**config.mk**
```make
export PLATFORM = sky130hd
export DESIGN_NAME = vote_tally_session
export DESIGN_NICKNAME = d
export VERILOG_FILES = /design/src/rtl/vote_tally_session.sv
export SDC_FILE = /design/constraint.sdc
export NUM_CORES = 1
export LEC_CHECK = 0
export CAP_MARGIN = 20
export CORE_UTILIZATION = 52
export CTS_CLUSTER_DIAMETER = 40
export CTS_CLUSTER_SIZE = 25
export DETAILED_ROUTE_END_ITERATION = 10
export PLACE_DENSITY = 0.84
export SETUP_SLACK_MARGIN = 0.1
export SYNTH_ARGS = -nofsm -noshare
export SYNTH_HDL_FRONTEND = slang
export SYNTH_SLANG_ARGS = --single-unit
```
**constraint.sdc**
```tcl
create_clock -name clk -period 7 [get_ports clk]
set_clock_uncertainty 0.2 [all_clocks]
set_input_delay 0.7 -clock clk [delete_from_list [all_inputs] [get_ports clk]]
set_output_delay 0.7 -clock clk [all_outputs]
set_load 0.03 [all_outputs]
```
**src/rtl/vote_tally_session.sv**
```systemverilog
// Timed voting session over N_VOTERS single-bit voters.
// Each voter's first assertion during a session is latched as a sticky vote and counted.
// On close (or timeout) the count is judged under the selected rule and the result is held
// for readout until the next session opens or reset.
//
// Ports:
//   clk             rising-edge clock
//   rst             synchronous active-high reset
//   votes_i         voter levels, bit i = voter i
//   open_i          pulse: start a new session (from IDLE or DONE)
//   close_i         pulse: end the open session
//   mode_i          00 any, 01 majority, 10 unanimous, 11 threshold (latched at close)
//   thresh_i        threshold for mode 11 (latched at close)
//   busy_o          session open or being tallied
//   voted_o         sticky per-voter vote mask
//   count_o         number of voters that have voted
//   result_valid_o  result available
//   result_o        pass (1) / fail (0), meaningful with result_valid_o
//   timed_out_o     session ended by timeout, valid with result_valid_o
module vote_tally_session #(
  parameter int unsigned N_VOTERS = 8,
  parameter int unsigned TIMEOUT  = 0,
  parameter int unsigned TO_W     = 16,
  localparam int unsigned CNT_W   = $clog2(N_VOTERS + 1)
) (
  input  logic                clk,
  input  logic                rst,
  input  logic [N_VOTERS-1:0] votes_i,
  input  logic                open_i,
  input  logic                close_i,
  input  logic [1:0]          mode_i,
  input  logic [CNT_W-1:0]    thresh_i,
  output logic                busy_o,
  output logic [N_VOTERS-1:0] voted_o,
  output logic [CNT_W-1:0]    count_o,
  output logic                result_valid_o,
  output logic                result_o,
  output logic                timed_out_o
);

  typedef enum logic [1:0] {StIdle, StOpen, StTally, StDone} state_e;

  // Only compared against when TIMEOUT != 0, so the wrap for TIMEOUT == 0 is harmless.
  localparam logic [TO_W-1:0] ToLast = TO_W'(TIMEOUT - 1);

  state_e               state_q, state_d;
  logic [N_VOTERS-1:0]  voted_q, voted_d;
  logic [CNT_W-1:0]     count_q, count_d;
  logic [TO_W-1:0]      to_cnt_q, to_cnt_d;
  logic [1:0]           mode_q, mode_d;
  logic [CNT_W-1:0]     thresh_q, thresh_d;
  logic                 to_flag_q, to_flag_d;
  logic                 result_q, result_d;
  logic                 result_valid_q, result_valid_d;
  logic                 timed_out_q, timed_out_d;
  logic                 busy_q, busy_d;

  logic [N_VOTERS-1:0]  new_votes;
  logic [CNT_W-1:0]     new_cnt;
  logic [CNT_W:0]       twice_cnt;
  logic                 to_hit;
  logic                 pass;

  always_comb begin
    new_votes = votes_i & ~voted_q;
    new_cnt   = '0;
    for (int i = 0; i < N_VOTERS; i++) begin
      new_cnt = new_cnt + CNT_W'(new_votes[i]);
    end

    to_hit    = (TIMEOUT != 0) && (to_cnt_q == ToLast);
    twice_cnt = {count_q, 1'b0};

    case (mode_q)
      2'b00:   pass = (count_q != '0);
      2'b01:   pass = (twice_cnt > (CNT_W + 1)'(N_VOTERS));
      2'b10:   pass = (count_q == CNT_W'(N_VOTERS));
      default: pass = (count_q >= thresh_q);
    endcase
  end

  always_comb begin
    state_d   = state_q;
    voted_d   = voted_q;
    count_d   = count_q;
    to_cnt_d  = to_cnt_q;
    mode_d    = mode_q;
    thresh_d  = thresh_q;
    to_flag_d = to_flag_q;
    result_d  = result_q;

    case (state_q)
      StIdle, StDone: begin
        // Votes present in the open cycle are deliberately dropped.
        if (open_i) begin
          state_d   = StOpen;
          voted_d   = '0;
          count_d   = '0;
          to_cnt_d  = '0;
          to_flag_d = 1'b0;
          result_d  = 1'b0;
        end
      end
      StOpen: begin
        voted_d  = voted_q | new_votes;
        count_d  = count_q + new_cnt;
        to_cnt_d = to_cnt_q + 1'b1;
        // An explicit close beats a coincident timeout.
        if (close_i || to_hit) begin
          state_d   = StTally;
          mode_d    = mode_i;
          thresh_d  = thresh_i;
          to_flag_d = !close_i;
        end
      end
      StTally: begin
        result_d = pass;
        state_d  = StDone;
      end
      default: state_d = StIdle;
    endcase

    // Status lags the result register by one cycle so result_o is settled when valid rises;
    // busy covers that extra cycle so there is no gap between busy and valid.
    busy_d         = (state_d == StOpen) || (state_d == StTally) || (state_q == StTally);
    result_valid_d = (state_q == StDone) && !open_i;
    timed_out_d    = result_valid_d && to_flag_q;
  end

  always_ff @(posedge clk) begin
    if (rst) begin
      state_q        <= StIdle;
      voted_q        <= '0;
      count_q        <= '0;
      to_cnt_q       <= '0;
      mode_q         <= 2'b00;
      thresh_q       <= '0;
      to_flag_q      <= 1'b0;
      result_q       <= 1'b0;
      result_valid_q <= 1'b0;
      timed_out_q    <= 1'b0;
      busy_q         <= 1'b0;
    end else begin
      state_q        <= state_d;
      voted_q        <= voted_d;
      count_q        <= count_d;
      to_cnt_q       <= to_cnt_d;
      mode_q         <= mode_d;
      thresh_q       <= thresh_d;
      to_flag_q      <= to_flag_d;
      result_q       <= result_d;
      result_valid_q <= result_valid_d;
      timed_out_q    <= timed_out_d;
      busy_q         <= busy_d;
    end
  end

  assign busy_o         = busy_q;
  assign voted_o        = voted_q;
  assign count_o        = count_q;
  assign result_valid_o = result_valid_q;
  assign result_o       = result_q;
  assign timed_out_o    = timed_out_q;

endmodule

```
Word level (Yosys, flattened, before mapping)
Cells that the tools add are included.
{ "word_totals": {"out_inout_bits": 16, "ff_bits": 25, "in_bits": 18, "elab_cells": 61} }
{ "classes": {"n_addsub": 8, "bitwise_logic": 3, "n_reduce_logical": 16, "eq_ne": 10, "n_lt_le_gt_ge": 2, "n_mux": 12} }
{ "op_table": {"columns": ["cell", "n"], "rows": [
  ["$add 4x1->4", 4],
  ["$pmux 8 s2", 1],
  ["$and 8x8->8", 1],
  ["$eq 2x2->1 const B", 4],
  ["$mux 8", 1],
  ["$not 8->8", 1],
  ["$or 8x8->8", 1],
  ["$pmux 4 s2", 1],
  ["$eq 2x1->1 const B", 3],
  ["$pmux 2 s3", 1],
  ["$reduce_and 2->1", 3],
  ["$gt 5x4->1 const B", 1],
  ["$add 3x1->4", 1],
  ["$add 4x4->4", 1],
  ["$eq 4x4->1 const B", 1],
  ["$ge 4x4->1", 1],
  ["$logic_not 2->1", 2],
  ["$mux 2", 2],
  ["$mux 4", 1],
  ["$ne 2x2->1 const B", 2],
  ["$pmux 1 s2", 2],
  ["$reduce_bool 2->1", 2],
  ["$reduce_bool 4->1", 1],
  ["$add 2x1->3", 1],
  ["other kinds (8)", 12]
]} }

Longest topological paths before layout
{ "depth": {"depth_word": 11, "ltp_mapped": 11, "ltp_nobuf": 11} }

Least setup slack after synthesis
Ideal clock, no wire load.
{ "synth_timing": {"kind": "input to register", "from": "in votes_i[0]", "to": "reg count_q[2] (netlist: count_o[2])", "arrival_time_ns": 3.553, "slack_ns": 3.119, "path_stages": 10, "path_buffers": 0, "path_cell_list": "nor2b_1 -> fa_1 -> inv_1 -> fa_1 -> fa_1 -> fa_1 -> fa_1 -> xor2_1 -> a2bb2oi_1 -> nor2_1"} }
{ "synth_via": {"elab_chain_cells": 10} }
{ "synth_lines": {"columns": ["item", "line", "rtl"], "rows": [
  ["start: declaration", "28", "input logic [N_VOTERS-1:0] votes_i,"],
  ["$and 8x8->8", "65", "new_votes = votes_i & ~voted_q;"],
  ["$add 1x1->2", "68", "new_cnt = new_cnt + CNT_W'(new_votes[i]);"],
  ["$add 2x1->3", "68", null],
  ["$add 3x1->4", "68", null],
  ["$add 4x1->4 (4 in series)", "68", null],
  ["$add 4x4->4", "106", "count_d = count_q + new_cnt;"],
  ["$pmux 4 s2", "92", "case (state_q)"],
  ["end signal: assignment", "146", "count_q <= count_d;"],
  ["end: declaration", "48", "logic [CNT_W-1:0] count_q, count_d;"]
]} }
No other way between the ends.
A chain may end at the register's enable or synchronous reset.

Worst setup path after layout
Ends and elaborated chain as after synthesis.

==> metrics.cfg <==
[run_status]
status=complete, no violations

[global_route]
grt_pass1_wl_mm=4.82
antenna_found_initial=0
grt_use_total_pct=23.8
grt_overflow=0
grt_start_max_net_pins=17
grt_pass1_vias=1100

[timing]
tightest_slew_ps=674
fin_crit_sh_pct=59.2
setup-violations-final=0
rsz0062_at_grt=no
finalSetupTns_ps=0
maxSlewHeadroom_pct=54.8
clock.fmax_mhz=241
post-route-min-period_ps=4150
hold_viol_final=0
final-max-slew-violation-count=0
worst_slack_ps=2850

[placement]
place_congestion=0.754
dp_hpwl_mm=2.28
numPortBuffers=33
dp_slack_ps=2510

[cts]
cts_buffers=3
clkLatencyLatePin_ps=320
clkTransAtPathRegs_ps=130
clock_sinks=25
cts_root_buf=clkbuf_4
cts_htree_levels=1
cts_resized=0
clk_path_buf_depth=2
cts_hold_buf=0
cts_tree=done
cts_setup_buffers=0

[route]
dr_total_vias=1211
dr.pass1.iters=4
drc=0
wirelength_mm=3.05
drt_iter0_drc=19
viasPerCell=5.61
wire_per_inst_um=14.1
ant_nets=0

[logic_synthesis]
syn-mean-instance-area_um2=9.04
synth_top_cell_by_area=dfxtp_1
ys_warn_count=0
ys_seq_elements=25
ys.flop_type=dfxtp_1
synth_area_leaders=dfxtp_1 36%, ha_1 11%, fa_1 7.2%
synth.top_cell.area_share_pct=36.2
synthesis.nets=188
ys_async_sr_fraction_pct=0
synth_edf_count=0
netlist_top_cells_count=25 x dfxtp_1, 17 x a21oi_1, 14 x inv_1, 14 x nand2_1, 13 x nor2_1
syn-cell-area_mm2=0.00138
netlist_instances=153
synth.most_common_cell=dfxtp_1
yosysUniqueCellTypes=38
ys_seq_area_share_pct=36.2

[critical_path]
max_stage_delay_ps=540
worstPathRequired_ps=7000
path_max_fanout=2
cp_cell_sequence=clkdlybuf4s50_1 > nor2b_1 > fa_1 > inv_1 > fa_1 > fa_1 > fa_1 > fa_1 > xor2_1 > a2bb2oi_1 > nor2_1
reg2reg_slack_ps=3340
critPathSlowestCell=fa_1
cp-end-kind=register
critPathTopFamily=adder cells
crit_top_cell=fa_1
startpoint_type=primary input
crit_cells=11
worstPathArrival_ps=4150
cp_num_buf_inv=2
reg2reg_depth=10
critical_path_class=primary input to register

[floorplanning]
dieArea_mm2=0.00287
core_mm2=0.00250
io_pins=34
die-height_um=53.6
initial_core_util_pct=55.3
rows=18
die_w_um=53.6

[job]
maxCapViolCount=0

[final_layout]
drive_above_1_share_pct=4.84
syn2layout_area_growth_pct=26.2
nNetsFinal=222
antenna_cells=0

[min_path]
hold_path_class=register to register
whs_path_depth=2

[pwr]
p_per_area_mw_per_mm2=351
vdd_drop_max_mv=0.197
power_leakage_uw=0.000709

-- layer usage --
metal  wire, µm  track usage [%]  vias to the layer above
met4         59             11.0                        0
met5          0                0                        -
li1           -                -                      593
met3        115             4.80                        7
met2       1450             38.5                       34
met1       1430             30.3                      577
-- cell families (layout without fill, tap and decap cells) --
group	count (synthesis)	in the layout	synth area share [%]
buf+inv	18	51	6.06
flops	25	25	36.2
fa+ha+maj	18	18	18.9
simple gates	53	53	19.5
compound gates	37	37	18.1
xor+xnor	2	2	1.27
-- metrics by stage --
step | utilization [%] | hold slack, ps | cell area [µm²] | cells | power, µW
5_1_grt | 69.8 | 304 | 1750 | 216 | 665
3_3_place_gp | 68.8 | 245 | 1720 | 212 | 526
6_report | 69.8 | 275 | 1750 | 216 | 612
3_5_place_dp | 68.8 | 253 | 1720 | 212 | 548
2_1_floorplan | - | 221 | 1380 | 153 | 454
4_1_cts | 69.8 | 282 | 1750 | 216 | 612
-- flip-flops by register name, summed over array words and instances, names as in the netlist --
name / flops
count_o: 4
result_o: 1
to_flag_q: 1
busy_o: 1
timed_out_o: 1
state_q: 2
voted_o: 8
thresh_q: 4
result_valid_o: 1
mode_q: 2
-- worst register-to-register path: stages (launching register included) --
cell,delay (ps)
dfxtp_1,390
nor2b_1,80
fa_1,510
inv_1,60
fa_1,500
fa_1,540
fa_1,490
fa_1,400
xor2_1,150
a2bb2oi_1,170
nor2_1,60
-- cells in the final DEF, fill, tap and decap left out, types with 2 or more instances in the layout --
cell type	netlist	routed
clkdlybuf4s50_1	0	33
dfxtp_1	25	25
a21oi_1	17	17
inv_1	14	14
nand2_1	14	14
nor2_1	13	13
ha_1	12	12
nand3_1	7	7
nand2b_1	6	6
fa_1	5	5
nor2b_1	3	3
a2bb2oi_1	3	3
nor3b_1	3	3
clkbuf_4	0	3
xor2_1	2	2
o21a_1	2	2
o21ai_0	2	2
o31ai_1	2	2
-- final cells by class --
cell class / count / area, µm²
inverter: 14 / 52.6
tap: 30 / 37.5
fill: 199 / 754
timing repair buffer: 33 / 330
sequential: 25 / 500
clock buffer: 4 / 26.3
multi-input combinational: 110 / 798
-- final timing paths --
path                            start                  endpoint
max                        votes_i[0]   count_o[2]$_SDFFE_PP0P_
min          thresh_q[3]$_SDFFE_PP0P_  thresh_q[3]$_SDFFE_PP0P_
max reg2reg   voted_o[0]$_SDFFE_PP0P_   count_o[2]$_SDFFE_PP0P_
min reg2reg  thresh_q[3]$_SDFFE_PP0P_  thresh_q[3]$_SDFFE_PP0P_
-- report_power, final --
| group | switching (µW) | internal (µW) | total (µW) |
|---|---|---|---|
| Sequential | 27.6 | 168 | 196 |
| Combinational | 189 | 163 | 352 |
| Clock | 41.7 | 22.3 | 64.1 |
(Power assumes the default switching activity.)
